===== src/rtl/params_pkg.sv =====
// Project-wide AXI bus widths shared by the address generators and data paths.
package params_pkg;
    localparam int AXI_ID_WIDTH   = 4;
    localparam int AXI_ADDR_WIDTH = 32;
    localparam int AXI_DATA_WIDTH = 32;
    localparam int AXI_LEN_WIDTH  = 8;
endpackage


===== src/rtl/axi_burst_pkg.sv =====
// Types shared by the AXI burst address generator and its next-address helper.
package axi_burst_pkg;
    import params_pkg::*;

    typedef enum logic [1:0] {
        FIXED = 2'b00,
        INCR  = 2'b01,
        WRAP  = 2'b10,
        RSVD  = 2'b11
    } burst_t;

    typedef enum logic {
        ST_IDLE  = 1'b0,
        ST_BURST = 1'b1
    } state_t;

    typedef struct packed {
        logic [AXI_ID_WIDTH-1:0]   id;
        logic [AXI_ADDR_WIDTH-1:0] addr;
        logic [AXI_LEN_WIDTH-1:0]  len;
        logic [2:0]                size;
        burst_t                    burst;
    } cmd_t;

    localparam int LANE_WIDTH = $clog2(AXI_DATA_WIDTH / 8);
endpackage


===== src/rtl/axi_burst_addr_gen_if.sv =====
// Command-in / beat-descriptor-out bundle of the burst address generator.
interface axi_burst_addr_gen_if #(
    parameter int ID_WIDTH   = params_pkg::AXI_ID_WIDTH,
    parameter int ADDR_WIDTH = params_pkg::AXI_ADDR_WIDTH,
    parameter int LEN_WIDTH  = params_pkg::AXI_LEN_WIDTH,
    parameter int LANE_W     = axi_burst_pkg::LANE_WIDTH
);
    logic                  i_cmd_valid;
    logic                  o_cmd_ready;
    logic [ID_WIDTH-1:0]   i_cmd_id;
    logic [ADDR_WIDTH-1:0] i_cmd_addr;
    logic [LEN_WIDTH-1:0]  i_cmd_len;
    logic [2:0]            i_cmd_size;
    logic [1:0]            i_cmd_burst;
    logic                  o_beat_valid;
    logic                  i_beat_ready;
    logic [ID_WIDTH-1:0]   o_beat_id;
    logic [ADDR_WIDTH-1:0] o_beat_addr;
    logic [LANE_W-1:0]     o_beat_lane;
    logic [LEN_WIDTH-1:0]  o_beat_idx;
    logic                  o_beat_last;
    logic                  o_err;

    modport slave (
        input  i_cmd_valid, i_cmd_id, i_cmd_addr, i_cmd_len, i_cmd_size, i_cmd_burst,
        input  i_beat_ready,
        output o_cmd_ready, o_beat_valid, o_beat_id, o_beat_addr, o_beat_lane,
        output o_beat_idx, o_beat_last, o_err
    );

    modport master (
        output i_cmd_valid, i_cmd_id, i_cmd_addr, i_cmd_len, i_cmd_size, i_cmd_burst,
        output i_beat_ready,
        input  o_cmd_ready, o_beat_valid, o_beat_id, o_beat_addr, o_beat_lane,
        input  o_beat_idx, o_beat_last, o_err
    );
endinterface


===== src/rtl/axi_next_addr.sv =====
// Combinational AXI next-beat address for FIXED/INCR/WRAP bursts; shared with the read side.
module axi_next_addr
    import axi_burst_pkg::*;
#(
    parameter int ADDR_WIDTH = params_pkg::AXI_ADDR_WIDTH
) (
    input  logic [ADDR_WIDTH-1:0] i_addr,
    input  logic [2:0]            i_size,
    input  burst_t                i_burst,
    input  logic [ADDR_WIDTH-1:0] i_wrap_lower,
    input  logic [ADDR_WIDTH-1:0] i_wrap_size,
    output logic [ADDR_WIDTH-1:0] o_next_addr
);
    logic [ADDR_WIDTH-1:0] bytes;
    logic [ADDR_WIDTH-1:0] aligned;
    logic [ADDR_WIDTH-1:0] incr;

    always_comb begin
        bytes   = ADDR_WIDTH'(1) << i_size;
        aligned = i_addr & ~(bytes - ADDR_WIDTH'(1));
        incr    = aligned + bytes;
        case (i_burst)
            FIXED:   o_next_addr = i_addr;
            WRAP:    o_next_addr = (incr == i_wrap_lower + i_wrap_size) ? i_wrap_lower : incr;
            default: o_next_addr = incr;   // INCR, and RSVD behaves as INCR
        endcase
    end
endmodule


===== src/rtl/axi_burst_addr_gen.sv =====
// Slave-side AXI4 burst address generator: one command in, one beat descriptor per transfer out.
// Optional illegal-command flag built only when AXI_BURST_CHECK_EN is defined.
module axi_burst_addr_gen
    import axi_burst_pkg::*;
#(
    parameter int ID_WIDTH   = params_pkg::AXI_ID_WIDTH,
    parameter int ADDR_WIDTH = params_pkg::AXI_ADDR_WIDTH,
    parameter int DATA_WIDTH = params_pkg::AXI_DATA_WIDTH,
    parameter int LEN_WIDTH  = params_pkg::AXI_LEN_WIDTH
) (
    input  logic                 clk,
    input  logic                 reset,
    axi_burst_addr_gen_if.slave  bus
);
    localparam int MAX_SIZE = $clog2(DATA_WIDTH / 8);

    state_t                state_q, state_d;
    cmd_t                  cmd_q, cmd_d;
    logic [ADDR_WIDTH-1:0] addr_q, addr_d;
    logic [ADDR_WIDTH-1:0] lower_q, lower_d;
    logic [ADDR_WIDTH-1:0] wsize_q, wsize_d;
    logic [LEN_WIDTH-1:0]  idx_q, idx_d;
    logic [ADDR_WIDTH-1:0] next_addr;

    logic                  cmd_ready;
    logic                  beat_valid;
    logic                  beat_last;
    logic                  accept;
    logic [2:0]            size_eff;
    logic [ADDR_WIDTH-1:0] cmd_bytes;
    logic [ADDR_WIDTH-1:0] cmd_wsize;
    logic [ADDR_WIDTH-1:0] cmd_lower;

    // Incoming command geometry; oversized transfers are clamped to the bus width.
    always_comb begin
        size_eff  = (bus.i_cmd_size > 3'(MAX_SIZE)) ? 3'(MAX_SIZE) : bus.i_cmd_size;
        cmd_bytes = ADDR_WIDTH'(1) << size_eff;
        cmd_wsize = cmd_bytes * (ADDR_WIDTH'(bus.i_cmd_len) + ADDR_WIDTH'(1));
        cmd_lower = bus.i_cmd_addr & ~(cmd_wsize - ADDR_WIDTH'(1));
    end

    // Gating with reset keeps the handshakes dead in the reset cycle itself.
    assign cmd_ready  = (state_q == ST_IDLE) && !reset;
    assign beat_valid = (state_q == ST_BURST) && !reset;
    assign beat_last  = beat_valid && (idx_q == cmd_q.len);
    assign accept     = cmd_ready && bus.i_cmd_valid;

    always_comb begin
        // NOTE: every always_comb output gets a default first so no path leaves it unassigned (no latch).
        state_d = state_q;
        cmd_d   = cmd_q;
        addr_d  = addr_q;
        lower_d = lower_q;
        wsize_d = wsize_q;
        idx_d   = idx_q;
        case (state_q)
            ST_IDLE: begin
                if (accept) begin
                    cmd_d.id    = bus.i_cmd_id;
                    cmd_d.addr  = bus.i_cmd_addr;
                    cmd_d.len   = bus.i_cmd_len;
                    cmd_d.size  = size_eff;
                    cmd_d.burst = burst_t'(bus.i_cmd_burst);
                    addr_d      = bus.i_cmd_addr;
                    lower_d     = cmd_lower;
                    wsize_d     = cmd_wsize;
                    idx_d       = '0;
                    state_d     = ST_BURST;
                end
            end
            ST_BURST: begin
                if (beat_valid && bus.i_beat_ready) begin
                    if (beat_last) begin
                        state_d = ST_IDLE;
                    end else begin
                        idx_d  = idx_q + LEN_WIDTH'(1);
                        addr_d = next_addr;
                    end
                end
            end
            default: state_d = ST_IDLE;
        endcase
    end

    axi_next_addr #(
        .ADDR_WIDTH (ADDR_WIDTH)
    ) u_next_addr (
        .i_addr       (addr_q),
        .i_size       (cmd_q.size),
        .i_burst      (cmd_q.burst),
        .i_wrap_lower (lower_q),
        .i_wrap_size  (wsize_q),
        .o_next_addr  (next_addr)
    );

    // NOTE: sequential state uses non-blocking assignments so all flops update together at the edge.
    always_ff @(posedge clk) begin
        if (reset) begin
            state_q <= ST_IDLE;
            cmd_q   <= '0;
            addr_q  <= '0;
            lower_q <= '0;
            wsize_q <= '0;
            idx_q   <= '0;
        end else begin
            state_q <= state_d;
            cmd_q   <= cmd_d;
            addr_q  <= addr_d;
            lower_q <= lower_d;
            wsize_q <= wsize_d;
            idx_q   <= idx_d;
        end
    end

`ifdef AXI_BURST_CHECK_EN
    logic        err_q, err_d;
    logic        illegal;
    logic        is_wrap;
    logic [31:0] span_end;

    always_comb begin
        is_wrap  = (bus.i_cmd_burst == 2'b10);
        // Byte offset one past the burst's final byte, relative to its 4 KB page.
        span_end = 32'(bus.i_cmd_addr[11:0] & ~12'(cmd_bytes - ADDR_WIDTH'(1))) + 32'(cmd_wsize);
        illegal  = (is_wrap && !(bus.i_cmd_len inside {LEN_WIDTH'(1), LEN_WIDTH'(3),
                                                        LEN_WIDTH'(7), LEN_WIDTH'(15)}))
                || (is_wrap && ((bus.i_cmd_addr & (cmd_bytes - ADDR_WIDTH'(1))) != '0))
                || (bus.i_cmd_size > 3'(MAX_SIZE))
                || ((bus.i_cmd_burst == 2'b01) && (span_end > 32'd4096))
                || (bus.i_cmd_burst == 2'b11);
        err_d    = err_q | (accept & illegal);
    end

    always_ff @(posedge clk) begin
        if (reset) begin
            err_q <= 1'b0;
        end else begin
            err_q <= err_d;
        end
    end

    assign bus.o_err = err_q;
`else
    assign bus.o_err = 1'b0;
`endif

    assign bus.o_cmd_ready  = cmd_ready;
    assign bus.o_beat_valid = beat_valid;
    assign bus.o_beat_id    = cmd_q.id;
    assign bus.o_beat_addr  = addr_q;
    assign bus.o_beat_lane  = addr_q[MAX_SIZE-1:0];
    assign bus.o_beat_idx   = idx_q;
    assign bus.o_beat_last  = beat_last;
endmodule


===== src/flat_wrapper.sv =====
// flat-port wrapper written by rule: the top's interface ports become plain ports
module axi_burst_addr_gen_flat import axi_burst_pkg::*;
#(
    parameter int ID_WIDTH   = params_pkg::AXI_ID_WIDTH,
    parameter int ADDR_WIDTH = params_pkg::AXI_ADDR_WIDTH,
    parameter int DATA_WIDTH = params_pkg::AXI_DATA_WIDTH,
    parameter int LEN_WIDTH  = params_pkg::AXI_LEN_WIDTH
)
  (clk, reset, bus_i_cmd_valid, bus_i_cmd_id, bus_i_cmd_addr, bus_i_cmd_len, bus_i_cmd_size, bus_i_cmd_burst, bus_i_beat_ready, bus_o_cmd_ready, bus_o_beat_valid, bus_o_beat_id, bus_o_beat_addr, bus_o_beat_lane, bus_o_beat_idx, bus_o_beat_last, bus_o_err);
  axi_burst_addr_gen_if #(.ID_WIDTH(ID_WIDTH), .ADDR_WIDTH(ADDR_WIDTH), .LEN_WIDTH(LEN_WIDTH)) bus_i ();
  input  logic clk;
  input  logic reset;
  input wire logic [$bits(bus_i.i_cmd_valid)-1:0] bus_i_cmd_valid;
  input wire logic [$bits(bus_i.i_cmd_id)-1:0] bus_i_cmd_id;
  input wire logic [$bits(bus_i.i_cmd_addr)-1:0] bus_i_cmd_addr;
  input wire logic [$bits(bus_i.i_cmd_len)-1:0] bus_i_cmd_len;
  input wire logic [$bits(bus_i.i_cmd_size)-1:0] bus_i_cmd_size;
  input wire logic [$bits(bus_i.i_cmd_burst)-1:0] bus_i_cmd_burst;
  input wire logic [$bits(bus_i.i_beat_ready)-1:0] bus_i_beat_ready;
  output wire logic [$bits(bus_i.o_cmd_ready)-1:0] bus_o_cmd_ready;
  output wire logic [$bits(bus_i.o_beat_valid)-1:0] bus_o_beat_valid;
  output wire logic [$bits(bus_i.o_beat_id)-1:0] bus_o_beat_id;
  output wire logic [$bits(bus_i.o_beat_addr)-1:0] bus_o_beat_addr;
  output wire logic [$bits(bus_i.o_beat_lane)-1:0] bus_o_beat_lane;
  output wire logic [$bits(bus_i.o_beat_idx)-1:0] bus_o_beat_idx;
  output wire logic [$bits(bus_i.o_beat_last)-1:0] bus_o_beat_last;
  output wire logic [$bits(bus_i.o_err)-1:0] bus_o_err;
  assign bus_i.i_cmd_valid = bus_i_cmd_valid;
  assign bus_i.i_cmd_id = bus_i_cmd_id;
  assign bus_i.i_cmd_addr = bus_i_cmd_addr;
  assign bus_i.i_cmd_len = bus_i_cmd_len;
  assign bus_i.i_cmd_size = bus_i_cmd_size;
  assign bus_i.i_cmd_burst = bus_i_cmd_burst;
  assign bus_i.i_beat_ready = bus_i_beat_ready;
  assign bus_o_cmd_ready = bus_i.o_cmd_ready;
  assign bus_o_beat_valid = bus_i.o_beat_valid;
  assign bus_o_beat_id = bus_i.o_beat_id;
  assign bus_o_beat_addr = bus_i.o_beat_addr;
  assign bus_o_beat_lane = bus_i.o_beat_lane;
  assign bus_o_beat_idx = bus_i.o_beat_idx;
  assign bus_o_beat_last = bus_i.o_beat_last;
  assign bus_o_err = bus_i.o_err;
  axi_burst_addr_gen #(.ID_WIDTH(ID_WIDTH), .ADDR_WIDTH(ADDR_WIDTH), .DATA_WIDTH(DATA_WIDTH), .LEN_WIDTH(LEN_WIDTH)) u_core (.clk(clk), .reset(reset), .bus(bus_i));
endmodule

===== config.mk =====
export PLATFORM = sky130hd
export DESIGN_NAME = axi_burst_addr_gen_flat
export DESIGN_NICKNAME = d
export VERILOG_FILES = /design/src/rtl/params_pkg.sv /design/src/rtl/axi_burst_pkg.sv /design/src/rtl/axi_burst_addr_gen_if.sv /design/src/rtl/axi_next_addr.sv /design/src/rtl/axi_burst_addr_gen.sv /design/src/flat_wrapper.sv
export SDC_FILE = /design/constraint.sdc
export NUM_CORES = 1
export LEC_CHECK = 0
export CAP_MARGIN = 0
export CORE_UTILIZATION = 54
export CTS_BUF_LIST = sky130_fd_sc_hd__clkbuf_8
export CTS_CLUSTER_DIAMETER = 40
export DETAILED_ROUTE_END_ITERATION = 10
export PLACE_DENSITY = 0.86
export SYNTH_ARGS = -nofsm -noshare
export SYNTH_HDL_FRONTEND = slang
export SYNTH_SLANG_ARGS = --single-unit
export TNS_END_PERCENT = 5

===== constraint.sdc =====
create_clock -name clk -period 6.7 [get_ports clk]
set_clock_uncertainty 0.2 [all_clocks]
set_input_delay 1.34 -clock clk [delete_from_list [all_inputs] [get_ports clk]]
set_output_delay 1.34 -clock clk [all_outputs]
set_load 0.01 [all_outputs]

# == Word-level counts from Yosys, hierarchy flattened ==
# Index checks and enable logic that the tools add are counted.
# word_totals
regBits,122
input_bits,53
out_inout_bits,50
elab_cells,56
# classes
add_sub_neg,6
multipliers,1
magnitude_cmp,1
eq_ne,7
shift,2
n_mux,15
bitwise,5
reduce_logical,10
# op_table
cell,n
$mux 32,4
$pmux 32 s2,2
$add 32x32->32,2
$and 32x32->32,2
$not 32->32,2
$shl 1x3->32 const A,2
$sub 32x1->32 const B,2
$eq 32x32->1,1
$mul 32x32->32,1
$mux 8,3
$pmux 8 s2,1
$add 8x1->9 const B,1
$add 8x1->8 const B,1
$eq 8x8->1,1
$ne 2x2->1 const B,3
$logic_and 1x1->1,5
$reduce_and 4->1,1
$gt 3x2->1 const B,1
$mux 1,3
$mux 3,1
$reduce_and 3->1,1
$eq 2x2->1 const B,1
$logic_not 2->1,1
$ne 2x1->1 const B,1
other kinds (4),4

# == Logic depth before layout (Yosys ltp) ==
# Gate-level depths: netlist (run 1).
# logic_depth
word_depth,11
mapped_depth,24
depth_no_buf,24

# == Hierarchy ==
# From an unflattened synthesis (run 1), not the netlist that was laid out.
# hier_totals
hier_cells,1448
hier_area_um2,11705.0
# modules_own_cells
module,n_inst,cells_per_inst,area_each_um2
axi_burst_addr_gen,1,781,7140.6
axi_next_addr,1,667,4564.4

# == Worst setup path before layout (run 1) ==
# No wires, ideal clock.
# synth_timing
path_type,in2reg
startpoint,input port bus_i_cmd_size[1]
endpoint,register u_core.lower_q[25]
setup_time_ns,0.117
arrival_ns,6.848
required_time_ns,6.383
setup_slack_ns,-0.465
path_stages,21
cell_sequence,or3_1 -> clkbuf_1 -> or2_2 -> fa_1 -> fa_1 -> inv_1 -> fa_1 -> inv_1 -> fa_1 -> inv_1 -> ha_1 -> inv_1 -> o21bai_1 -> a21oi_1 -> xnor2_1 -> or3_1 -> nor3_1 -> nand3_1 -> nor4b_1 -> nand2_1 -> a32o_1
# synth_between
elab_chain_cells,7
# synth_lines
item,line_no,source
"start, declared",flat_wrapper.sv:17,input wire logic [$bits(bus_i.i_cmd_size)-1:0] bus_i_cmd_size;
$gt 3x2->1,axi_burst_addr_gen.sv:36,size_eff = (bus.i_cmd_size > 3'(MAX_SIZE)) ? 3'(MAX_SIZE) : bus.i_cmd_size;
$mux 3 *,axi_burst_addr_gen.sv:36,
$shl 1x3->32 *,axi_burst_addr_gen.sv:37,cmd_bytes = ADDR_WIDTH'(1) << size_eff;
$mul 32x32->32 *,axi_burst_addr_gen.sv:38,cmd_wsize = cmd_bytes * (ADDR_WIDTH'(bus.i_cmd_len) + ADDR_WIDTH'(1));
$sub 32x1->32 *,axi_burst_addr_gen.sv:39,cmd_lower = bus.i_cmd_addr & ~(cmd_wsize - ADDR_WIDTH'(1));
$not 32->32 *,axi_burst_addr_gen.sv:39,
$and 32x32->32 *,axi_burst_addr_gen.sv:39,
"end signal, assigned",axi_burst_addr_gen.sv:109,lower_q <= lower_d;
"end, declared",axi_burst_addr_gen.sv:20,"logic [ADDR_WIDTH-1:0] lower_q, lower_d;"
# Mark *: on every way between the ends. The rest lies on a longest branch, timed or not.
# A chain may end at the register's enable or synchronous reset.

# == Worst setup path after layout (run 1) ==
# layout_timing
startpoint,input port bus_i_cmd_len[3]
endpoint,register u_core.lower_q[31]
# layout_between
elab_chain_cells,5
# layout_lines
item,line_no,source
"start, declared",flat_wrapper.sv:16,input wire logic [$bits(bus_i.i_cmd_len)-1:0] bus_i_cmd_len;
$add 8x1->9,axi_burst_addr_gen.sv:38,
$mul 32x32->32,axi_burst_addr_gen.sv:38,
$sub 32x1->32,axi_burst_addr_gen.sv:39,
$not 32->32,axi_burst_addr_gen.sv:39,
$and 32x32->32,axi_burst_addr_gen.sv:39,
# No other way between the ends.

==> impl_results.md, run 1 <==
- Crit start category: input pin
- CTS Sinks: 109
- CTS tree: yes
- Worst Hold Class: reg2reg
- Via/cell ratio: 6.06
- Most frequent cells in the layout: nand2_1 (126), dfxtp_1 (109), clkdlybuf4s50_1 (90), nor2_1 (75)
- Count of final setup violators: 0
- Post-synth EDFFs: 0
- Critical path peak fanout: 7
- Primary FF master, synth: dfxtp_1
- Outcome: finished, final reports clean
- # port buffers: 101
- Area fraction of the dominant cell type after synthesis: 21.3%
- Post-synthesis sequential area ratio: 21.3%
- Power Density: 266 nW/um^2
- CP max-delay cell: fa_1
- Final worst path period share: 96.5%
- Final ANT Viol Nets: 0
- CTS buffer count: 9
- Worst Path Buf+Inv: 6
- Fill count: 1476
- Final HPWL DP: 21400 microns
- Max-cap viol count: 0
- First-pass GRT wire length: 46000 microns
- Leakage: 0.00507 uW
- Clock Root Buffer: clkbuf_8
- Fraction of registers with async set or reset after synthesis: 0%
- Post-route DRC: 0
- Maximum vdd drop: 0.000242 V
- H-Tree Depth: 3
- Starting DRC count in detailed routing: 776
- FF/Latch Area: 2180 sq um
- Mean Syn Cell Area: 8.19 sq um
- Core Area: 18300 sq um
- Number of hold buffers added after cts: 0
- IO Count: 103
- Synth Instances: 1249
- Worst-Skew Late Latency: 0.42 ns
- Most common cell after layout, fill and taps aside: nand2_1
- Std cell rows: 49
- Vias in the first global route: 9390
- Synth top area cells: dfxtp_1 (21%), fa_1 (8.6%), ha_1 (8.0%)
- Via count: 9895
- Initial core utilization: 56.0%
- Router iterations before antenna repair: 6
- Crit path time final: 6.47 ns
- Largest net degree at the start of global routing: 63
- Clock transition at path regs: 0.12 ns
- Setup TNS: 0 ns
- Worst hold slack: 0.266 ns
- Worst rel slew slack: 18.5%
- Max Root-Sink Buffers: 2
- Overflow after GRT: 0
- Multi-input logic area: 7740 sq um
- Final Hold Fails: 0
- Distinct cells, synth: 80
- Diode count: 0
- Most frequent CP cell: fa_1
- Layout cell share with drive strength beyond 1: 10.8%
- RSZ-0062 raised after global routing: yes
- Area leader, netlist: dfxtp_1
- Final Max Tran Viols: 0
- Fmax: 155 MHz
- FF-to-FF setup slack: 1.00 ns
- YS warnings: 0
- Hold depth: 2
- Crit path kind: in2reg
- Fin nets: 1560
- Worst Path Arrival: 6.58 ns
- FF-to-FF path depth: 13
- Post-synthesis register bit count: 109
- Wirelength, routed: 28400 microns
- Kind of cell adding the most delay to the critical path: adder cells
- RePlAce Congestion: 0.977
- Mapped Area: 10200 sq um
- WL/cell: 17.4 microns
- WP data required: 6.82 ns
- Die Area: 19500 sq um
- Syn-to-layout area delta: 19.5%
- Total track usage: 29.2%
- Crit end category: flip-flop
- CP max stage delay: 0.56 ns
- Fin util: 66.9%
- Die Wd: 140 microns
- Antenna violations before repair: 0
- Die Y: 140 microns
- WP depth: 25
- Slew @ Worst Pin: 1.22 ns
-- what timing repair did --
action | CTS | global route
gates resized for setup | 21 | 48
buffers inserted | 0 | 4
endpoints found under the setup margin | 17 | 17
pin swaps | 13 | 21
hold endpoints to repair | 0 | 0
-- state kept, by name, summed over array words and instances (netlist names) --
signal	cells
u_core.bus.o_beat_addr	32
u_core.bus.o_beat_id	4
u_core.bus.o_beat_idx	8
u_core.cmd_q	13
u_core.lower_q	32
u_core.state_q	1
u_core.wsize_q	19
-- metrics by stage --
step | setup slack (ns) | instance area (sq um) | power (uW) | cells
5_1_grt | -0.0522 | 12200 | 3480 | 1632
2_1_floorplan | 0.0115 | 10500 | 2070 | 1294
3_3_place_gp | -0.679 | 11900 | 2630 | 1612
3_5_place_dp | -0.837 | 11900 | 2690 | 1612
4_1_cts | 0.0291 | 12100 | 3120 | 1628
6_report | 0.233 | 12200 | 3250 | 1632
-- final timing paths --
| kind | startpoint | to |
|---|---|---|
| worst max-delay path | bus_i_cmd_len[3] | u_core.lower_q[31] |
| worst min-delay path | u_core.bus.o_beat_id[3] | u_core.bus.o_beat_id[3] |
| worst max register to register | u_core.cmd_q[3] | u_core.bus.o_beat_addr[30] |
| worst min register to register | u_core.bus.o_beat_id[3] | u_core.bus.o_beat_id[3] |
-- metal layers --
layer / wire [microns] / vias up / track usage [%]
met5: 0 / - / 0
met1: 12200 / 4740 / 37.7
met4: 803 / 0 / 11.7
met3: 1940 / 69 / 3.27
met2: 13500 / 413 / 49.7
li1: - / 4673 / -
-- cell usage after synthesis, types with 6 or more instances --
| library cell | count |
|---|---|
| a32o_1 | 17 |
| or3_1 | 8 |
| a211oi_1 | 18 |
| o21ai_1 | 6 |
| nor2b_1 | 10 |
| nor2_1 | 79 |
| nor3_1 | 26 |
| and2_1 | 14 |
| mux2i_1 | 25 |
| clkbuf_1 | 50 |
| inv_1 | 78 |
| and4_1 | 6 |
| xor2_1 | 42 |
| nand2_1 | 127 |
| nand2b_1 | 19 |
| nand3_1 | 69 |
| a21oi_1 | 73 |
| o22ai_1 | 11 |
| ha_1 | 65 |
| mux2_2 | 9 |
| and3_1 | 26 |
| o21ai_0 | 52 |
| nand4_1 | 18 |
| o32ai_1 | 7 |
| a31oi_1 | 6 |
| buf_4 | 9 |
| xnor2_1 | 76 |
| dfxtp_1 | 109 |
| fa_1 | 44 |
| o211ai_1 | 10 |
| a21o_1 | 16 |
| a22oi_1 | 6 |
| nor4_1 | 10 |
| or2_2 | 7 |
-- layout make-up --
cell class	count	share of cell area (%)
inverter	80	2.48
timing repair buffer	165	12.3
multi-input combinational	1033	63.4
sequential	109	17.9
clock inverter	6	0.492
tap	229	2.35
clock buffer	10	1.13
-- where the power goes --
group          switching [uW]  internal [uW]  total (uW)
sequential               91.9            724         816
clock                     271            155         426
combinational            1050            956        2010
total                    1410           1830        3250
-- worst reg2reg max path: stages, from the launching register on --
cell,delay (ns)
dfxtp_1,0.91
nand3_1,0.38
ha_1,0.42
a21boi_0,0.13
a211o_1,0.56
a211oi_1,0.44
xnor3_1,0.29
xnor2_1,0.14
nor4_1,0.32
nand4_1,0.22
nor4_4,0.63
buf_4,0.42
mux2_2,0.39
o21ai_0,0.16
-- logic make-up (layout without fill, tap and decap cells) --
| group | after synthesis | after routing | share of synthesized area (%) |
|---|---|---|---|
| AOI/OAI and AO/OA | 280 | 280 | 19.3 |
| buffers and inverters | 152 | 261 | 6.40 |
| DFF | 109 | 109 | 21.3 |
| and+or+nand+nor | 438 | 438 | 21.4 |
| other | 2 | 47 | 0.0735 |
| xor gates and xnor gates | 123 | 123 | 11.2 |
| muxes | 36 | 36 | 3.66 |
| adders and majority gates | 109 | 109 | 16.6 |
Power figures use the tool's default switching activity.
==> inputs of run 2 (changes only) <==
--- a/config.mk
+++ b/config.mk
@@ -6,6 +6,7 @@
 export NUM_CORES = 1
 export LEC_CHECK = 0
 export CAP_MARGIN = 0
+export CORE_ASPECT_RATIO = 1.4
 export CORE_UTILIZATION = 54
 export CTS_BUF_LIST = sky130_fd_sc_hd__clkbuf_8
 export CTS_CLUSTER_DIAMETER = 40
==> impl_results.md, run 2 (synthesized netlist as in run 1, its figures left out) <==
- Diode count: 0 (unchanged)
- Router iterations before antenna repair: 6 (unchanged)
- Hold path startpoint: u_core.bus.o_beat_id[2]
- RePlAce Congestion: 0.966 (-1.1%)
- Max Root-Sink Buffers: 2 (unchanged)
- RR Startpoint: u_core.cmd_q[3]
- FF/Latch Area: 2180 sq um (unchanged)
- Worst rel slew slack: 22.6% (+4.0 points)
- CTS tree: yes
- Most frequent cells in the layout: nand2_1 (124), dfxtp_1 (109), clkdlybuf4s50_1 (89), nor2_1 (77), inv_1 (76)
- FF-to-FF path depth: 13 (unchanged)
- Clock transition at path regs: 0.11 ns (about the same)
- Power Density: 275 nW/um^2 (+3.4%)
- Multi-input logic area: 7740 sq um (about the same)
- Syn-to-layout area delta: 19.3%
- Worst setup path endpoint: u_core.lower_q[19]
- Layout cell share with drive strength beyond 1: 10.6% (-0.19 points)
- WL/cell: 17.7 microns (+1.8%)
- Internal Power: 1930 uW (+5.2%)
- Setup crit start: bus_i_cmd_len[2]
- Clock power share: 14.3% (+1.2 points)
- Largest net degree at the start of global routing: 55 (-13%)
- Final Hold Fails: 0 (unchanged)
- Wirelength, routed: 29100 microns (+2.5%)
- CP max-delay cell: fa_1
- # port buffers: 101 (unchanged)
- Die Wd: 118 microns (-15%)
- Maximum vdd drop: 0.000273 V (+13%)
- Comb pwr share: 61.5% (-0.3 points)
- Die Y: 165 microns (+18%)
- Fin nets: 1557 (-0.19%)
- Finished Cell Area: 12200 sq um (-0.19%)
- WP data required: 6.80 ns (-0.02 ns)
- Total track usage: 29.4% (+0.20 points)
- Antenna violations before repair: 0 (unchanged)
- Sequential power share: 24.3% (-0.8 points)
- Post-route DRC: 0 (unchanged)
- DP Worst Slack: -0.884 ns (-0.0470 ns)
- Crit path kind: in2reg
- Via/cell ratio: 5.99 (-1.1%)
- CTS Sinks: 109 (unchanged)
- Crit end category: flip-flop
- Worst-Skew Late Latency: 0.41 ns (about the same)
- Met3 Usage GRT: 3.76% (+0.49 points)
- Leakage: 0.00503 uW (-0.70%)
- Setup TNS: 0 ns (unchanged)
- Std cell rows: 59 (+20%)
- CP max stage delay: 0.51 ns (-0.05 ns)
- Via count: 9854 (-0.41%)
- Final HPWL DP: 21500 microns (+0.52%)
- Tot Pwr: 3350 uW (+3.2%)
- Reg-to-Reg End: u_core.bus.o_beat_addr[10]
- Met1 usage in global routing: 33.1% (-4.6 points)
- Clock Root Buffer: clkbuf_8
- Final ANT Viol Nets: 0 (unchanged)
- Outcome: finished, final reports clean
- WP depth: 24 (-4.0%)
- Vias in the first global route: 9414 (+0.26%)
- Most utilized layer in the global route result: met2
- Crit-path cells: clkbuf_2 > nand3_2 > nor2_4 > nand4_1 > xor2_1 > or2_4 > fa_1 > fa_1 > inv_1 > fa_1 > inv_1 > fa_1 > inv_2 > ha_4 > inv_1 > o21bai_2 > a21oi_2 > xnor2_2 > or3_4 > nor3_4 > nand3_2 > nor4b_4 > nand2_2 > a32o_1
- Fill count: 1516 (+2.7%)
- Overflow after GRT: 0 (unchanged)
- Switch share: 42.4% (-1.1 points)
- Worst Path Buf+Inv: 5 (-1)
- Area after DPL: 11800 sq um (-0.20%)
- Crit start category: input pin
- Psw: 1420 uW (+0.64%)
- Max-cap viol count: 0 (unchanged)
- H-Tree Depth: 3 (unchanged)
- Count of final setup violators: 0 (unchanged)
- CTS buffer count: 9 (unchanged)
- Crit path time final: 6.61 ns (+0.142 ns)
- Met2 Usage GRT: 53.1% (+3.3 points)
- Worst Path Arrival: 6.71 ns (+0.13 ns)
- Core Area: 18500 sq um (+1.4%)
- Slew @ Worst Pin: 1.16 ns (-0.0590 ns)
- Most common cell after layout, fill and taps aside: nand2_1
- Die Area: 19500 sq um (about the same)
- Most frequent CP cell: fa_1
- IO Count: 103 (unchanged)
- Worst Hold Class: reg2reg
- Fin worst setup slack: 0.0910 ns (-0.142 ns)
- Initial core utilization: 55.2% (-0.78 points)
- Final Max Tran Viols: 0 (unchanged)
- Number of hold buffers added after cts: 0 (unchanged)
- Fmax: 151 MHz (-2.2%)
- Starting DRC count in detailed routing: 837 (+7.9%)
- FF-to-FF setup slack: 1.32 ns (+0.32 ns)
- Kind of cell adding the most delay to the critical path: adder cells
- Critical path peak fanout: 7 (unchanged)
- First-pass GRT wire length: 45800 microns (-0.47%)
- Final worst path period share: 98.6% (+2.1 points)
-- run 2: cell count changes in the layout (fill, tap and decap cells not counted), sizes merged --
cell	before	now
clkinvlp	0	1
inv	82	79
bufinv	0	2
buf	67	62
clkbuf	14	16
dlymetal6s2s	4	1
dlygate4sd2	0	4
clkdlybuf4s50	90	89
-- run 2: power groups by stage --
stage                     combinational (uW)  sequential (uW)  clock (uW)
after floorplan                         1270              799           0
after global placement                  1820              821           0
after detailed placement                1870              825           0
after CTS                               1890              810         476
after global routing                    2260              822         499
final                                   2060              814         478
-- run 2: stage by stage --
stage                     utilization (%)  hold slack (ns)  std cells
after floorplan                         -            0.234       1294
after global placement               63.8            0.245       1622
after detailed placement             63.8            0.246       1622
after CTS                            65.4            0.267       1639
after global routing                 65.8            0.291       1644
final                                65.8            0.263       1644
-- run 2: cell type report --
class | count | share of cell area [%]
Multi-Input combinational cell | 1033 | 63.5
Sequential cell | 109 | 17.9
Timing Repair Buffer | 162 | 11.8
Tap cell | 244 | 2.50
Inverter | 80 | 2.46
Clock buffer | 10 | 1.13
Clock inverter | 6 | 0.770
-- run 2: repair_timing --
action / in CTS / in global routing
gates resized for setup: 24 / 26
pin swaps: 14 / 22
buffers inserted: 1 / 5
endpoints found under the setup margin: 19 / 20
-- run 2: worst min path at each step --
stage	endpoint	slack, ns	cells past startpoint
finish	u_core.bus.o_beat_id[2]	0.26	2
global route	u_core.bus.o_beat_id[0]	0.29	2
CTS	u_core.bus.o_beat_id[0]	0.27	2
detailed placement	u_core.bus.o_beat_id[0]	0.25	2
global placement	u_core.bus.o_beat_id[3]	0.25	2
floorplan	u_core.bus.o_beat_id[0]	0.23	2
-- run 2: worst reg2reg max path, stage by stage (launching register included) --
cell and delay, ns:
dfxtp_1 0.91, nand3_1 0.39, ha_1 0.43, a21boi_0 0.15, a211o_1 0.61, a211oi_1 0.45
xnor3_1 0.29, xnor2_1 0.13, nor4_1 0.28, nand4_1 0.19, nor4_4 0.31, buf_4 0.38
mux2_2 0.39, a211oi_1 0.18
-- run 2: routing by layer --
layer | vias up | part of all wire [%]
met3 | 100 | 6.1
met5 | - | 0
li1 | 4669 | -
met1 | 4700 | 39
met2 | 385 | 50
met4 | 0 | 5.2
==> inputs of run 3 (changes only) <==
--- a/config.mk
+++ b/config.mk
@@ -15,4 +15,3 @@
 export SYNTH_ARGS = -nofsm -noshare
 export SYNTH_HDL_FRONTEND = slang
 export SYNTH_SLANG_ARGS = --single-unit
-export TNS_END_PERCENT = 5
==> results of run 3 <==
The final DEF is identical to that of run 2; final timing and power are the same.
